[src/rtl/operand_skid_buffer.sv]
// Two-entry valid/ready skid buffer staging one operand bundle (A, B, C, ctrl)
// ahead of the combinational select stage. The head register always drives the
// outputs. The tail register only absorbs a push that arrives while the head
// is stalled.
module operand_skid_buffer #(
    parameter int unsigned N = 32
) (
    input  logic         clk,
    input  logic         rst,
    input  logic         IN_valid,
    output logic         OUT_ready,
    input  logic [N-1:0] IN_valA,
    input  logic [N-1:0] IN_valB,
    input  logic [N-1:0] IN_valC,
    input  logic         IN_ctrl,
    output logic         OUT_valid,
    input  logic         IN_ready,
    output logic [N-1:0] OUT_valA,
    output logic [N-1:0] OUT_valB,
    output logic [N-1:0] OUT_valC,
    output logic         OUT_ctrl,
    output logic [1:0]   OUT_count
);

    typedef enum logic [1:0] {
        ST_EMPTY = 2'd0,
        ST_ONE   = 2'd1,
        ST_FULL  = 2'd2
    } state_t;

    typedef struct packed {
        logic         ctrl;
        logic [N-1:0] c;
        logic [N-1:0] b;
        logic [N-1:0] a;
    } bundle_t;

    state_t  state_q, state_d;
    bundle_t head_q, head_d;
    bundle_t tail_q, tail_d;
    bundle_t in_bundle;
    logic    push;
    logic    pop;

    assign in_bundle = '{ctrl: IN_ctrl, c: IN_valC, b: IN_valB, a: IN_valA};

    // Handshake flags are decoded purely from the state register, so neither
    // ready nor valid has a combinational path from the opposite-side inputs.
    assign OUT_ready = (state_q != ST_FULL);
    assign OUT_valid = (state_q != ST_EMPTY);
    assign OUT_count = state_q;
    assign OUT_valA  = head_q.a;
    assign OUT_valB  = head_q.b;
    assign OUT_valC  = head_q.c;
    assign OUT_ctrl  = head_q.ctrl;

    assign push = IN_valid && OUT_ready;
    assign pop  = OUT_valid && IN_ready;

    // Next-state and entry-register update for each occupancy level.
    always_comb begin
        state_d = state_q;
        head_d  = head_q;
        tail_d  = tail_q;
        unique case (state_q)
            ST_EMPTY: begin
                if (push) begin
                    head_d  = in_bundle;
                    state_d = ST_ONE;
                end
            end
            ST_ONE: begin
                if (push && pop) begin
                    head_d  = in_bundle;
                end else if (push) begin
                    tail_d  = in_bundle;
                    state_d = ST_FULL;
                end else if (pop) begin
                    state_d = ST_EMPTY;
                end
            end
            ST_FULL: begin
                if (pop) begin
                    head_d  = tail_q;
                    state_d = ST_ONE;
                end
            end
            default: begin
                state_d = ST_EMPTY;
            end
        endcase
    end

    // State and entry registers; reset empties the buffer and clears all data.
    always_ff @(posedge clk or negedge rst) begin
        if (!rst) begin
            state_q <= ST_EMPTY;
            head_q  <= '0;
            tail_q  <= '0;
        end else begin
            state_q <= state_d;
            head_q  <= head_d;
            tail_q  <= tail_d;
        end
    end

endmodule
[config.mk]
export PLATFORM = sky130hd
export DESIGN_NAME = operand_skid_buffer
export DESIGN_NICKNAME = d
export VERILOG_FILES = /design/src/rtl/operand_skid_buffer.sv
export SDC_FILE = /design/constraint.sdc
export NUM_CORES = 1
export LEC_CHECK = 0
export CORE_UTILIZATION = 45
export DETAILED_ROUTE_END_ITERATION = 10
export PLACE_DENSITY = 0.86
export SLEW_MARGIN = 20
export SYNTH_ARGS = -nofsm -noshare
export SYNTH_HDL_FRONTEND = slang
export SYNTH_SLANG_ARGS = --single-unit
export TNS_END_PERCENT = 10
[constraint.sdc]
create_clock -name clk -period 1.5 [get_ports clk]
set_input_delay 0.45 -clock clk [delete_from_list [all_inputs] [get_ports clk]]
set_output_delay 0.45 -clock clk [all_outputs]
set_load 0.1 [all_outputs]
Yosys cells after proc, flatten, opt, wreduce, memory -nomap -nowiden
Index checks and enable logic that the tools add are counted.
Widths: inputs -> output; s select.
{"block": "word_totals", "word_cells": 37, "inputBits": 101, "ff_bits": 196, "output_inout_bits": 101}
{"block": "classes", "n_reduce_logical": 9, "bitwise": 1, "mux": 10, "n_eq_ne": 8}
{"cell": "$mux 97", "n": 3}
{"cell": "$pmux 97 s3", "n": 1}
{"cell": "$mux 2", "n": 5}
{"cell": "$ne 2x2->1 const B", "n": 5}
{"cell": "$reduce_and 4->1", "n": 2}
{"cell": "$pmux 2 s3", "n": 1}
{"cell": "$logic_and 1x1->1", "n": 3}
{"cell": "$ne 3x3->1 const B", "n": 1}
{"cell": "$reduce_and 3->1", "n": 1}
{"cell": "$reduce_bool 3->1", "n": 1}
{"cell": "$eq 2x1->1 const B", "n": 1}
{"cell": "$eq 2x2->1 const B", "n": 1}
{"cell": "$logic_not 2->1", "n": 1}
{"cell": "$reduce_bool 2->1", "n": 1}
{"cell": "$not 1->1", "n": 1}

Depth between registers and ports, before layout
{"block": "logic_depth", "ltp_word": 6, "mapped_depth": 6}

Worst setup path after synthesis
Ideal clock, no wire load.
{"block": "synth_timing", "kind": "register to register", "start": "register state_q[1] (netlist: OUT_count[1])", "end": "register head_q (netlist bit OUT_valC[10])", "t_arrival_ps": 2345, "setup_time_ps": 125, "synth_period_minus_slack_ps": 2470, "path_stages_with_launch": 7, "slack_ps": -970, "path_buffers": 2, "cell_sequence": "dfrtp_1 > nor2b_4 > buf_6 > buf_6 > inv_2 > mux2_1 > mux2_2"}
{"block": "synth_between", "elab_chain_cells": 5, "word_cells_on_any_way": 14}
{"element": "from (decl)", "line_no": "38", "rtl": "state_t state_q, state_d;"}
{"element": "from (signal assigned)", "line_no": "101", "rtl": "state_q <= state_d;"}
{"element": "$ne 2x2->1 (*)", "line_no": "49", "rtl": "assign OUT_ready = (state_q != ST_FULL);"}
{"element": "via OUT_ready", "line_no": "11", "rtl": "output logic OUT_ready,"}
{"element": "$logic_and 1x1->1 (*)", "line_no": "57", "rtl": "assign push = IN_valid && OUT_ready;"}
{"element": "$logic_and 1x1->1", "line_no": "73", "rtl": "if (push && pop) begin"}
{"element": "$ne 2x2->1 (no line)"}
{"element": "$reduce_and 4->1 (no line) (*)"}
{"element": "to (signal assigned)", "line_no": "98", "rtl": "head_q <= '0;"}
{"element": "to (signal assigned)", "line_no": "102", "rtl": "head_q <= head_d;"}
{"element": "to (decl)", "line_no": "39", "rtl": "bundle_t head_q, head_d;"}
The timed path passes the listed nets; every way through them passes the cells marked *.
A chain may end at the register's enable or synchronous reset.

Worst setup path after layout
{"block": "layout_timing", "start": "register state_q[1] (netlist: OUT_count[1])", "end": "output port OUT_ready"}
{"block": "layout_between", "elab_chain_cells": 1}
{"element": "$ne 2x2->1", "line_no": "49"}
{"element": "to (decl)", "line_no": "11"}
Every way passes these cells.

==> results.cfg <==
[cts]
root_buffer = clkbuf_16
cts_buffers = 17
cts_tree = yes
h-tree-depth = 4
clk_pin_slew_ns = 0.07
clk_latency_ns = 0.43
clock-sinks = 196
ctsLongestPathBuffers = 2

[worst_setup_path]
rr_worst_depth = 6
crit_type = reg2out
start_kind = flop
crit_path_end_kind = output port
crit_fanout = 3
r2r-start = OUT_count[0]
critPathRequiredTime_ns = 1.05
r2r_slack_ns = -0.45
crit_start = OUT_count[1]
cp_data_arrival_time_ns = 1.51

[cells_and_area]
final_common_cell = mux2_2
fillers = 1120
stdcell_count = 1029
final_cell_mix = 207 x mux2_2, 193 x dfrtp_1, 119 x buf_12, 98 x clkdlybuf4s50_1, 65 x mux2_4
seqCellArea_mm2 = 0.004913
layout-drive-gt1-share = 0.6013
final_core_utilization = 0.7086
syn2layout_area_growth_pct = 54.01
multiInputGateArea_mm2 = 0.003646
fin_nets = 883
diodes = 0

[logic_synthesis]
ys_types = 19
synth_area_per_cell_um2 = 16.18
seq_area_frac_synth = 0.5699
syn_nets = 633
yosys_warnings = 0
ys_seq_elements = 196
syn_inst = 532
syn_area_mm2 = 0.008606

[timing]
hold_violations = 0
min_period_over_period = 1.306
hold_slack_ns = 0.4858
slew_headroom = 0.6996
setup-violations-final = 202
slew_violations = 0
skew_ns = 0.01491
finalWorstPathRequiredPeriod_ns = 1.959
fmax_mhz = 510.4
tns_ns = -54.55
grt_setup_unrepaired = yes
finalWorstSetupSlack_ns = -0.4591
worstMarginPinSlew_ns = 0.4505

[drt]
avgRoutedWirePerCell_um = 19.53
viasPerCell = 5.179
drcViolationCount = 0
firstDrtPassIters = 4
first_iter_violations = 127
route.vias.total = 5329
routed_wl_um = 20090
drtAntennaViolNets = 0

[hold_path]
hp-start = tail_q[94]
hold_class = reg2reg
hold_depth = 1

[floorplanning]
core_mm2 = 0.01871
die_w_um = 140.3
die_h_um = 140.3
rows = 50
die_area_mm2 = 0.01968
io_pins = 202
start_util = 0.4601

[place]
place_hpwl_um = 14760
pre_cts_ws_ns = -0.6636
gp_congestion = 0.7911
dp.cells = 986
portBuffers = 201

[flow_run]
maxCapViolCount = 0

[global_routing]
grt-ovfl-total = 0
track_usage = 0.2133
antenna_found_initial = 0
grt_pass1_vias = 6058
grt_start_max_net_pins = 48
grt_pass1_wl_um = 32140

[power_and_ir_drop]
power.density_mw_per_mm2 = 2252
leakage_nw = 5.712
ir_drop_mv = 1.478

[run_status]
status = complete, but fails checks
violations = negative setup slack
-- cell usage after synthesis --
library cell	instances	area (µm²)
buf_2	21	105.1
mux2_4	30	450.4
nand3b_1	1	7.510
o22ai_1	1	6.260
mux2i_1	1	10.01
buf_4	5	37.54
mux2_2	241	2714
and2_1	1	6.260
buf_6	6	67.56
or2_2	1	6.260
o21ai_2	1	8.760
o21bai_1	1	7.510
nor2b_1	1	6.260
mux2_1	20	225.2
nor2b_4	2	27.53
a21oi_1	1	5.000
inv_2	1	3.750
nand2b_1	1	6.260
dfrtp_1	196	4905
-- power breakdown --
| group | internal, W | switching [W] |
|---|---|---|
| combinational | 0.00679 | 0.00937 |
| sequential | 0.00744 | 0.00180 |
| clock | 0.00238 | 0.00206 |
| total | 0.0166 | 0.0132 |
-- what timing repair did --
action,4_1_cts,5_1_grt
hold buffers,1,0
pin swaps,1,0
setup endpoints to repair,245,294
buffers inserted,7,1
hold endpoints to repair,37,0
gates resized for setup,16,9
gates cloned,1,1
-- through the flow --
stage | total power, W | cell area, µm²
floorplan | 0.01883 | 8776
global placement | 0.02486 | 12470
detailed placement | 0.02536 | 12470
CTS | 0.03004 | 13200
global route | 0.03084 | 13250
finish | 0.02984 | 13250
-- final timing paths --
kind	to
setup / recovery	OUT_ready
hold / removal	tail_q[94]
setup reg to reg	OUT_valB[1]
hold reg to reg	tail_q[94]
max in group asynchronous	OUT_valA[13]
min in group asynchronous	OUT_valC[2]
-- worst max-delay path, stage by stage, from the launching register on --
cell and delay [ns]:
dfrtp_4 0.49, nor2b_4 0.15, buf_12 0.12, buf_8 0.12, inv_12 0.05, buf_12 0.16
-- flip-flops by register name, summed over array words and instances, names as in the netlist --
name,flops
tail_q,97
OUT_valA,32
OUT_valB,32
OUT_valC,32
OUT_count,2
OUT_ctrl,1
-- cells by family after synthesis --
kind of cell	share of synthesized area
buffers and inverters	0.02486
AOI/OAI and AO/OA	0.003199
muxes	0.3950
and+or+nand+nor	0.006981
DFF	0.5699
-- layer usage --
metal  global-route usage  up-vias  share of wire
met4              0.05842        0          0.013
met5                    0        -              0
met2               0.3755      156           0.52
met3              0.06359       23          0.058
met1               0.2528     2736           0.41
li1                     -     2414              -
-- final cells by class --
cell class,count,share of cell area
Inverter,1,0.001227
Clock inverter,14,0.01067
Sequential cell,196,0.3707
Tap cell,234,0.02209
Timing Repair Buffer,263,0.2871
Multi-Input combinational cell,303,0.2751
Clock buffer,18,0.03313
Power figures use the tool's default switching activity.
